===== config.mk =====
export PLATFORM = sky130hd
export DESIGN_NAME = mul32_seq
export DESIGN_NICKNAME = d
export VERILOG_FILES = /design/src/rtl/mul32_seq_pkg.sv /design/src/rtl/mul32_seq_add.sv /design/src/rtl/mul32_seq.sv
export SDC_FILE = /design/constraint.sdc
export NUM_CORES = 1
export LEC_CHECK = 0
export BUFFER_PORTS_ARGS = -buffer_cell sky130_fd_sc_hd__buf_4
export CORE_MARGIN = 3
export CORE_UTILIZATION = 55
export DETAILED_ROUTE_END_ITERATION = 10
export GPL_TIMING_DRIVEN = 0
export PLACE_DENSITY = 0.83
export SLEW_MARGIN = 5
export SYNTH_ARGS = -nofsm -noshare
export SYNTH_HDL_FRONTEND = slang
export SYNTH_SLANG_ARGS = --single-unit

===== constraint.sdc =====
create_clock -name clk -period 5.6 [get_ports clk]
set_clock_uncertainty 0.2 [all_clocks]
set_input_delay 0.28 -clock clk [delete_from_list [all_inputs] [get_ports clk]]
set_output_delay 0.28 -clock clk [all_outputs]
set_load 0.03 [all_outputs]

===== src/rtl/mul32_seq_pkg.sv =====
// mul32_seq_pkg: shared state encoding and sizing constants for the sequential multiplier.
package mul32_seq_pkg;
    localparam int DATA_W    = 32;
    localparam int MUL_ITERS = 32;
    localparam logic [1:0] ST_IDLE = 2'd0;
    localparam logic [1:0] ST_BUSY = 2'd1;
    localparam logic [1:0] ST_DONE = 2'd2;
endpackage


===== src/rtl/mul32_seq_add.sv =====
// Add: 32-bit carry-lookahead adder built from 4-bit groups; carry-out is dropped.
module Add
    import mul32_seq_pkg::*;
(
    input  logic [DATA_W-1:0] a,
    input  logic [DATA_W-1:0] b,
    output logic [DATA_W-1:0] sum
);
    logic [DATA_W-1:0]   g;
    logic [DATA_W-1:0]   p;
    logic [DATA_W-1:0]   c;
    logic [DATA_W/4-1:0] gc;
    always_comb begin
        g  = a & b;
        p  = a ^ b;
        c  = '0;
        gc = '0;
        for (int k = 0; k < DATA_W / 4; k++) begin
            c[4*k] = gc[k];
            for (int j = 1; j < 4; j++)
                c[4*k+j] = g[4*k+j-1] | (p[4*k+j-1] & c[4*k+j-1]);
            // group carry skips the intra-group chain using group generate/propagate
            if (k < DATA_W / 4 - 1)
                gc[k+1] = g[4*k+3] | (p[4*k+3] & g[4*k+2]) | (p[4*k+3] & p[4*k+2] & g[4*k+1])
                        | (p[4*k+3] & p[4*k+2] & p[4*k+1] & g[4*k]) | ((&p[4*k +: 4]) & gc[k]);
        end
        sum = p ^ c;
    end
endmodule


===== src/rtl/mul32_seq.sv =====
// mul32_seq: shift-and-add unsigned multiplier, fixed 32 iterations, low 32 bits of a*b.
module mul32_seq
    import mul32_seq_pkg::*;
#(
    parameter int WIDTH = 32
) (
    input  logic             clk,
    input  logic             rst_n,
    input  logic             in_valid,
    output logic             in_ready,
    input  logic [WIDTH-1:0] a,
    input  logic [WIDTH-1:0] b,
    output logic             out_valid,
    input  logic             out_ready,
    output logic [WIDTH-1:0] result,
    output logic             busy
);
    logic [1:0]       state_q, state_d;
    logic [WIDTH-1:0] acc_q, acc_d, mcand_q, mcand_d, mplier_q, mplier_d, add_sum;
    logic [4:0]       cnt_q, cnt_d;

    Add u_add (.a(acc_q), .b(mcand_q), .sum(add_sum));

    always_comb begin
        state_d  = state_q;
        acc_d    = acc_q;
        mcand_d  = mcand_q;
        mplier_d = mplier_q;
        cnt_d    = cnt_q;
        if (state_q == ST_IDLE && in_valid) begin
            state_d  = ST_BUSY;
            acc_d    = '0;
            mcand_d  = a;
            mplier_d = b;
            cnt_d    = '0;
        end else if (state_q == ST_BUSY) begin
            acc_d    = mplier_q[0] ? add_sum : acc_q;
            mcand_d  = mcand_q << 1;
            mplier_d = mplier_q >> 1;
            cnt_d    = cnt_q + 5'd1;
            state_d  = (cnt_q == 5'(MUL_ITERS - 1)) ? ST_DONE : ST_BUSY;
        end else if (state_q == ST_DONE && out_ready) begin
            state_d  = ST_IDLE;
        end
    end

    always_ff @(posedge clk or negedge rst_n) begin
        if (!rst_n) begin
            state_q  <= ST_IDLE;
            acc_q    <= '0;
            mcand_q  <= '0;
            mplier_q <= '0;
            cnt_q    <= '0;
        end else begin
            state_q  <= state_d;
            acc_q    <= acc_d;
            mcand_q  <= mcand_d;
            mplier_q <= mplier_d;
            cnt_q    <= cnt_d;
        end
    end

    assign in_ready  = state_q == ST_IDLE;
    assign busy      = state_q == ST_BUSY;
    assign out_valid = state_q == ST_DONE;
    assign result    = acc_q;
endmodule


Word-level counts from Yosys, hierarchy flattened:

Cells that the tools add are included.

* output and inout bits: 35
* bits in writable memories: 0
* logic and storage cells: 152
* register bits after elaboration: 103
* bits in latches: 0
* memories: 0
* ROM bits: 0

* divide/modulo/power cells: 0
* shifts and indexed selects: 0
* $add $sub $neg: 1
* muxes and demuxes: 13
* multipliers: 0
* equality and inequality tests: 3
* reductions and logical operators: 13
* $lt $le $gt $ge: 0
* bitwise operators: 117

Operators with widths (number)
* $mux 32: 7
* $and 1x1->1: 64
* $xor 32x32->32: 2
* $or 1x1->1: 50
* $and 31x31->31: 1
* $reduce_and 4->1: 6
* $mux 5: 2
* $mux 2: 4
* $add 5x1->5 const B: 1
* $eq 5x5->1 const B: 1
* $reduce_bool 2->1: 2
* $reduce_bool 3->1: 1
* $eq 2x1->1 const B: 1
* $eq 2x2->1 const B: 1
* $logic_and 1x1->1: 2
* $logic_not 2->1: 1
* $reduce_and 2->1: 1

Longest topological paths before layout:

* word-level depth: 27
* gate-level depth with buffers: 13

Cells and area by module:

From an unflattened synthesis, not the netlist that was laid out.

* cells, all modules: 504
* area, all modules: 5562.8 um2

Modules (own cells, without submodules)
* mul32_seq: sequential area each 2577.5 um2, cells an instance 388, area an instance 4347.9 um2, instances 1
* Add: sequential area each 0.0 um2, cells an instance 116, area an instance 1214.9 um2, instances 1

Worst setup path before layout:

OpenSTA, ideal clock, no wires.

* path kind: reg-to-reg
* from: register acc_q[3] (netlist: result[3])
* to: register acc_q[31] (netlist: result[31])
* arrival time: 3216 ps
* stages on the path, launching flop included: 14
* slack: 2048 ps
* cells stage by stage: dfrtp_1 > ha_1 > nand2_1 > o21a_1 > o211ai_2 > a21oi_2 > o21ai_0 > a21oi_1 > fa_1 > fa_1 > fa_1 > xor2_1 > o211ai_1 > o31ai_1

* longest elaborated chain between the ends: 27
* elaborated cells on any way between the ends: 32
* those cells by class: mux: 3; bitwise: 29

Ends and longest elaborated chain
* start: declaration: RTL line mul32_seq.sv:19 `logic [WIDTH-1:0] acc_q, acc_d, mcand_q, mcand_d, mplier_q, mplier_d, add_sum;`
* start signal: assignment: RTL line mul32_seq.sv:50 `acc_q <= '0;`
* start signal: assignment: RTL line mul32_seq.sv:56 `acc_q <= acc_d;`
* $xor 32x32->32: RTL line mul32_seq_add.sv:15 `p = a ^ b;`
* $and 1x1->1 (on tied branches): RTL line mul32_seq_add.sv:24, mul32_seq_add.sv:25
* $or 1x1->1, or another cell as far along: RTL line mul32_seq_add.sv:24 `gc[k+1] = g[4*k+3] | (p[4*k+3] & g[4*k+2]) | (p[4*k+3] & p[4*k+2] & g[4*k+1])`
* $or 1x1->1 or $and 1x1->1 (tied branches): RTL line mul32_seq_add.sv:24, mul32_seq_add.sv:25
* $or 1x1->1 (*): RTL line mul32_seq_add.sv:25 `| (p[4*k+3] & p[4*k+2] & p[4*k+1] & g[4*k]) | ((&p[4*k +: 4]) & gc[k]);`
* $and 1x1->1 (*): RTL line mul32_seq_add.sv:25
* $or 1x1->1 (*): RTL line mul32_seq_add.sv:25
* $and 1x1->1 (*): RTL line mul32_seq_add.sv:25
* [... 11 more ...]
* $and 1x1->1 (*): RTL line mul32_seq_add.sv:21 `c[4*k+j] = g[4*k+j-1] | (p[4*k+j-1] & c[4*k+j-1]);`
* $or 1x1->1 (*): RTL line mul32_seq_add.sv:21
* $and 1x1->1 (*): RTL line mul32_seq_add.sv:21
* $or 1x1->1 (*): RTL line mul32_seq_add.sv:21
* $xor 32x32->32 (*): RTL line mul32_seq_add.sv:27 `sum = p ^ c;`
* $mux 32 (*): RTL line mul32_seq.sv:37 `acc_d = mplier_q[0] ? add_sum : acc_q;`
* $mux 32 (*): RTL line mul32_seq.sv:36 `end else if (state_q == ST_BUSY) begin`
* $mux 32 (*): RTL line mul32_seq.sv:30 `if (state_q == ST_IDLE && in_valid) begin`

Every way passes the cells marked *; elsewhere a longest branch is shown, timed or not. The select of a mux whose other input is x is not followed.
A chain may end at the register's enable or synchronous reset.

Worst setup path after layout:

* from: register mcand_q[3]
* to: register acc_q[31] (netlist: result[31])

* longest elaborated chain between the ends: 27
* elaborated cells on any way between the ends: 32
* those cells by class: mux: 3; bitwise: 29

Ends and longest elaborated chain
* start: declaration: RTL line mul32_seq.sv:19
* start signal: assignment: RTL line mul32_seq.sv:57 `mcand_q <= mcand_d;`
* $xor 32x32->32: RTL line mul32_seq_add.sv:15
* $and 1x1->1 (on tied branches): RTL line mul32_seq_add.sv:24, mul32_seq_add.sv:25
* $or 1x1->1, or another cell as far along: RTL line mul32_seq_add.sv:24
* $or 1x1->1 or $and 1x1->1 (tied branches): RTL line mul32_seq_add.sv:24, mul32_seq_add.sv:25
* $or 1x1->1 (*): RTL line mul32_seq_add.sv:25
* $and 1x1->1 (*): RTL line mul32_seq_add.sv:25
* $or 1x1->1 (*): RTL line mul32_seq_add.sv:25
* $and 1x1->1 (*): RTL line mul32_seq_add.sv:25
* [... 11 more ...]
* $and 1x1->1 (*): RTL line mul32_seq_add.sv:21
* $or 1x1->1 (*): RTL line mul32_seq_add.sv:21
* $and 1x1->1 (*): RTL line mul32_seq_add.sv:21
* $or 1x1->1 (*): RTL line mul32_seq_add.sv:21
* $xor 32x32->32 (*): RTL line mul32_seq_add.sv:27
* $mux 32 (*): RTL line mul32_seq.sv:37
* $mux 32 (*): RTL line mul32_seq.sv:36
* $mux 32 (*): RTL line mul32_seq.sv:30

Marked as above.

==> run summary <==
Period minus WS final: 3.810 ns
Critical Path Max Stage Delay: 0.42 ns
Slew HR: 56.24%
Crit path top cell by count: fa_1
synthesis-to-layout area growth: 32.09%
FF+latch count, synth: 103
overall die width: 107.3 microns
routability cong.: 0.8843
Max Cap Viol: 0
share of post-route cells with drive strength above 1: 23.74%
antenna violations before repair: 0
DRC: 0
GRT overflow: 0
die height: 107.3 microns
Num CTS Buffers: 9
first-pass GRT wire length: 24.71 mm
# port buffers: 102
crit path max fanout: 3
Final Routed Wirelength: 14.77 mm
number of global-route vias before repair: 5,025
Reg clk slew, reported paths: 0.11 ns
worst path arrival time: 3.85 ns
largest net degree at the start of global routing: 104
flop2flop setup slack: 1.79 ns
fill count: 640
Routed WL per cell: 17.05 microns
htree depth: 3
CTS tree: built
Max Freq: 262.4 MHz
crit share post-route: 68.04%
CP startpoint kind: flip-flop
Vias/cell: 5.555
register area: 0.002577 sq mm
setup TNS: 0 ns
Critical path origin: mcand_q[3]
clock power share: 35.1%
post-layout util: 75.65%
Slew @ Worst Pin: 0.6564 ns
Pre-Repair DR Iteration Count: 5
Ys Warns: 0
Final ANT Viol Nets: 0
Leak: 0.003987 uW
core area: 0.009864 sq mm
DP HPWL: 10.21 mm
cell-internal power: 976.6 uW
Setup crit end kind: flip-flop
met2 routed WL: 7.832 mm
kind of cell adding the most delay to the critical path: adder cells
Final Setup Violations: 0
Synth cell types: 41
vias: 4,811
sequential area share after synthesis: 45.63%
die area: 0.01152 sq mm
Psw: 314.6 uW
Met3 Routed Length: 931 microns
deepest clock path buffer count: 2
# Post-CTS Setup Buffers: 0
final net count: 849
Resized cells post-CTS: 0
Fin. Hold Viols: 0
met1 WL: 5.746 mm
# diodes: 0
Crit Path Class: reg2reg
number of cell rows: 36
syn_nets: 669
initial core utilization: 57.27%
top routing layer in use: met4
Combinational Power Share: 7.3%
sequential share of power: 57.6%
Total Routing Usage GR: 27.42%
maximum vdd drop: 0.1173 mV
Top Ports: 103
sw frac: 24.36%
Cell Area, Synth: 0.005649 sq mm
area occupied by multi-input gates: 0.002670 sq mm
cell count after synthesis: 548
Detailed Route Iter0 Violations: 382
FF-to-FF End: result[31]
critical path data required time: 5.64 ns
pwr dens: 173.0 mW/mm^2
Syn Area/Cell: 10.31 sq um
crit-path cells: ha_1, nand2_1, o21a_1, o211ai_2, a21oi_2, o21ai_0, a21oi_1, fa_1, fa_1, fa_1, xor2_1, o211ai_1, o31ai_1
clk root buf: clkbuf_8
status: completed
Worst path slowest cell: dfrtp_1
max-slew violations: 0
RSZ-0062 raised after global routing: false
clock sink count: 103
R2R depth: 13
Hold Crit Class: in2async
reg2reg start: mcand_q[3]
clock insertion delay at the later pin of the skew report: 0.38 ns
sum of buffers and inverters on the critical path: 0
timing repair:
| item | CTS | global route |
|---|---|---|
| hold endpoints to repair | 65 | 103 |
| setup endpoints to repair | 0 | 0 |
| hold buffers | 65 | 1 |
cells in the final DEF, fill, tap and decap left out, types with 3 or more instances in the layout:
master / count
a21oi_1: 12
nor3_1: 22
inv_1: 49
buf_6: 11
a22oi_1: 24
o21ai_1: 12
nor2_1: 3
a221o_1: 22
nand3_1: 6
nand2_1: 127
a22oi_2: 16
dfrtp_1: 103
fa_1: 23
clkinv_4: 3
buf_4: 102
o21ai_0: 25
ha_1: 30
xor2_1: 8
nand4_1: 6
clkbuf_8: 9
buf_2: 16
clkbuf_1: 3
dlygate4sd3_1: 66
a21o_1: 5
cell type report:
| cell class | instances | area share [%] |
|---|---|---|
| multi-input cells | 365 | 35.78 |
| flip-flops and latches | 103 | 34.54 |
| repair buffers | 169 | 19.53 |
| plain buffers | 30 | 2.834 |
| inverters | 50 | 2.549 |
| well taps | 133 | 2.230 |
| clock buffers | 9 | 1.660 |
| clock inverters | 7 | 0.8719 |
flip-flops by register name, summed over array words and instances, names as in the netlist:
register	flops
mcand_q	32
cnt_q	5
mplier_q	32
result	32
state_q	2
synth_stat cells, drive strengths merged:
cell / count / area [sq um]
o211ai: 2 / 20.02
o21ai: 38 / 193.9
nand2b: 1 / 13.76
nand4: 6 / 37.54
xor2: 8 / 70.07
a221o: 22 / 220.2
o21a: 1 / 7.510
o2111ai: 1 / 8.760
o31ai: 1 / 7.510
buf: 27 / 200.2
a22oi: 40 / 380.4
o41ai: 1 / 16.27
clkbuf: 3 / 11.26
nor2b: 2 / 12.51
dfrtp: 103 / 2577
a21boi: 1 / 7.510
nor2: 6 / 35.03
and3: 2 / 12.51
a211oi: 1 / 7.510
and2: 1 / 6.260
fa: 23 / 460.4
a32o: 2 / 20.02
a21oi: 15 / 93.85
nor3: 22 / 110.1
a21o: 6 / 46.30
nand3: 6 / 30.03
inv: 50 / 190.2
nand2: 127 / 476.7
ha: 30 / 375.4
stage by stage:
stage	power (uW)	cells	area [sq um]	setup slack (ns)	hold WS (ns)
CTS	1297	864	7421	1.785	0.03709
global placement	811.7	783	6581	1.907	0.2586
detailed placement	812.6	783	6581	1.807	0.2629
finish	1291	866	7462	1.790	0.04077
global route	1337	866	7462	1.560	0.02718
floorplan	758.1	548	5649	2.048	-0.2156
metal layers:
layer | up-vias | track usage, %
met5 | - | 0
met4 | 0 | 6.763
met3 | 25 | 5.639
met2 | 182 | 48.53
met1 | 2361 | 34.54
li1 | 2243 | -
kinds of logic after synthesis:
| logic type | count (synthesis) | synth area share (%) |
|---|---|---|
| simple gates | 173 | 13.00 |
| compound gates | 131 | 18.23 |
| flops | 103 | 45.63 |
| buf+inv | 80 | 7.110 |
| fa+ha+maj | 53 | 14.80 |
| xor+xnor | 8 | 1.240 |
power by group through the flow:
stage | Combinational (uW) | Sequential, uW | Clock [uW]
6_report | 94.4 | 743 | 454
5_1_grt | 102 | 743 | 492
4_1_cts | 91.1 | 743 | 462
3_5_place_dp | 54.7 | 758 | 0
3_3_place_gp | 53.9 | 758 | 0
2_1_floorplan | 0.0336 | 758 | 0
worst max-delay path by stage:
stage | endpoint | slack [ns] | cells past startpoint
2_1_floorplan | result[31] | 2.05 | 13
3_3_place_gp | result[31] | 1.91 | 13
3_5_place_dp | result[31] | 1.81 | 13
4_1_cts | result[31] | 1.79 | 13
5_1_grt | result[31] | 1.56 | 13
6_report | result[31] | 1.79 | 13
worst register-to-register path, delay by kind of cell (launching register included):
| family | cells | cell delay (ns) |
|---|---|---|
| simple gates | 1 | 0.08 |
| compound gates | 7 | 1.26 |
| flops | 1 | 0.42 |
| fa+ha+maj | 4 | 1.55 |
| xor+xnor | 1 | 0.17 |
(Power assumes the default switching activity.)
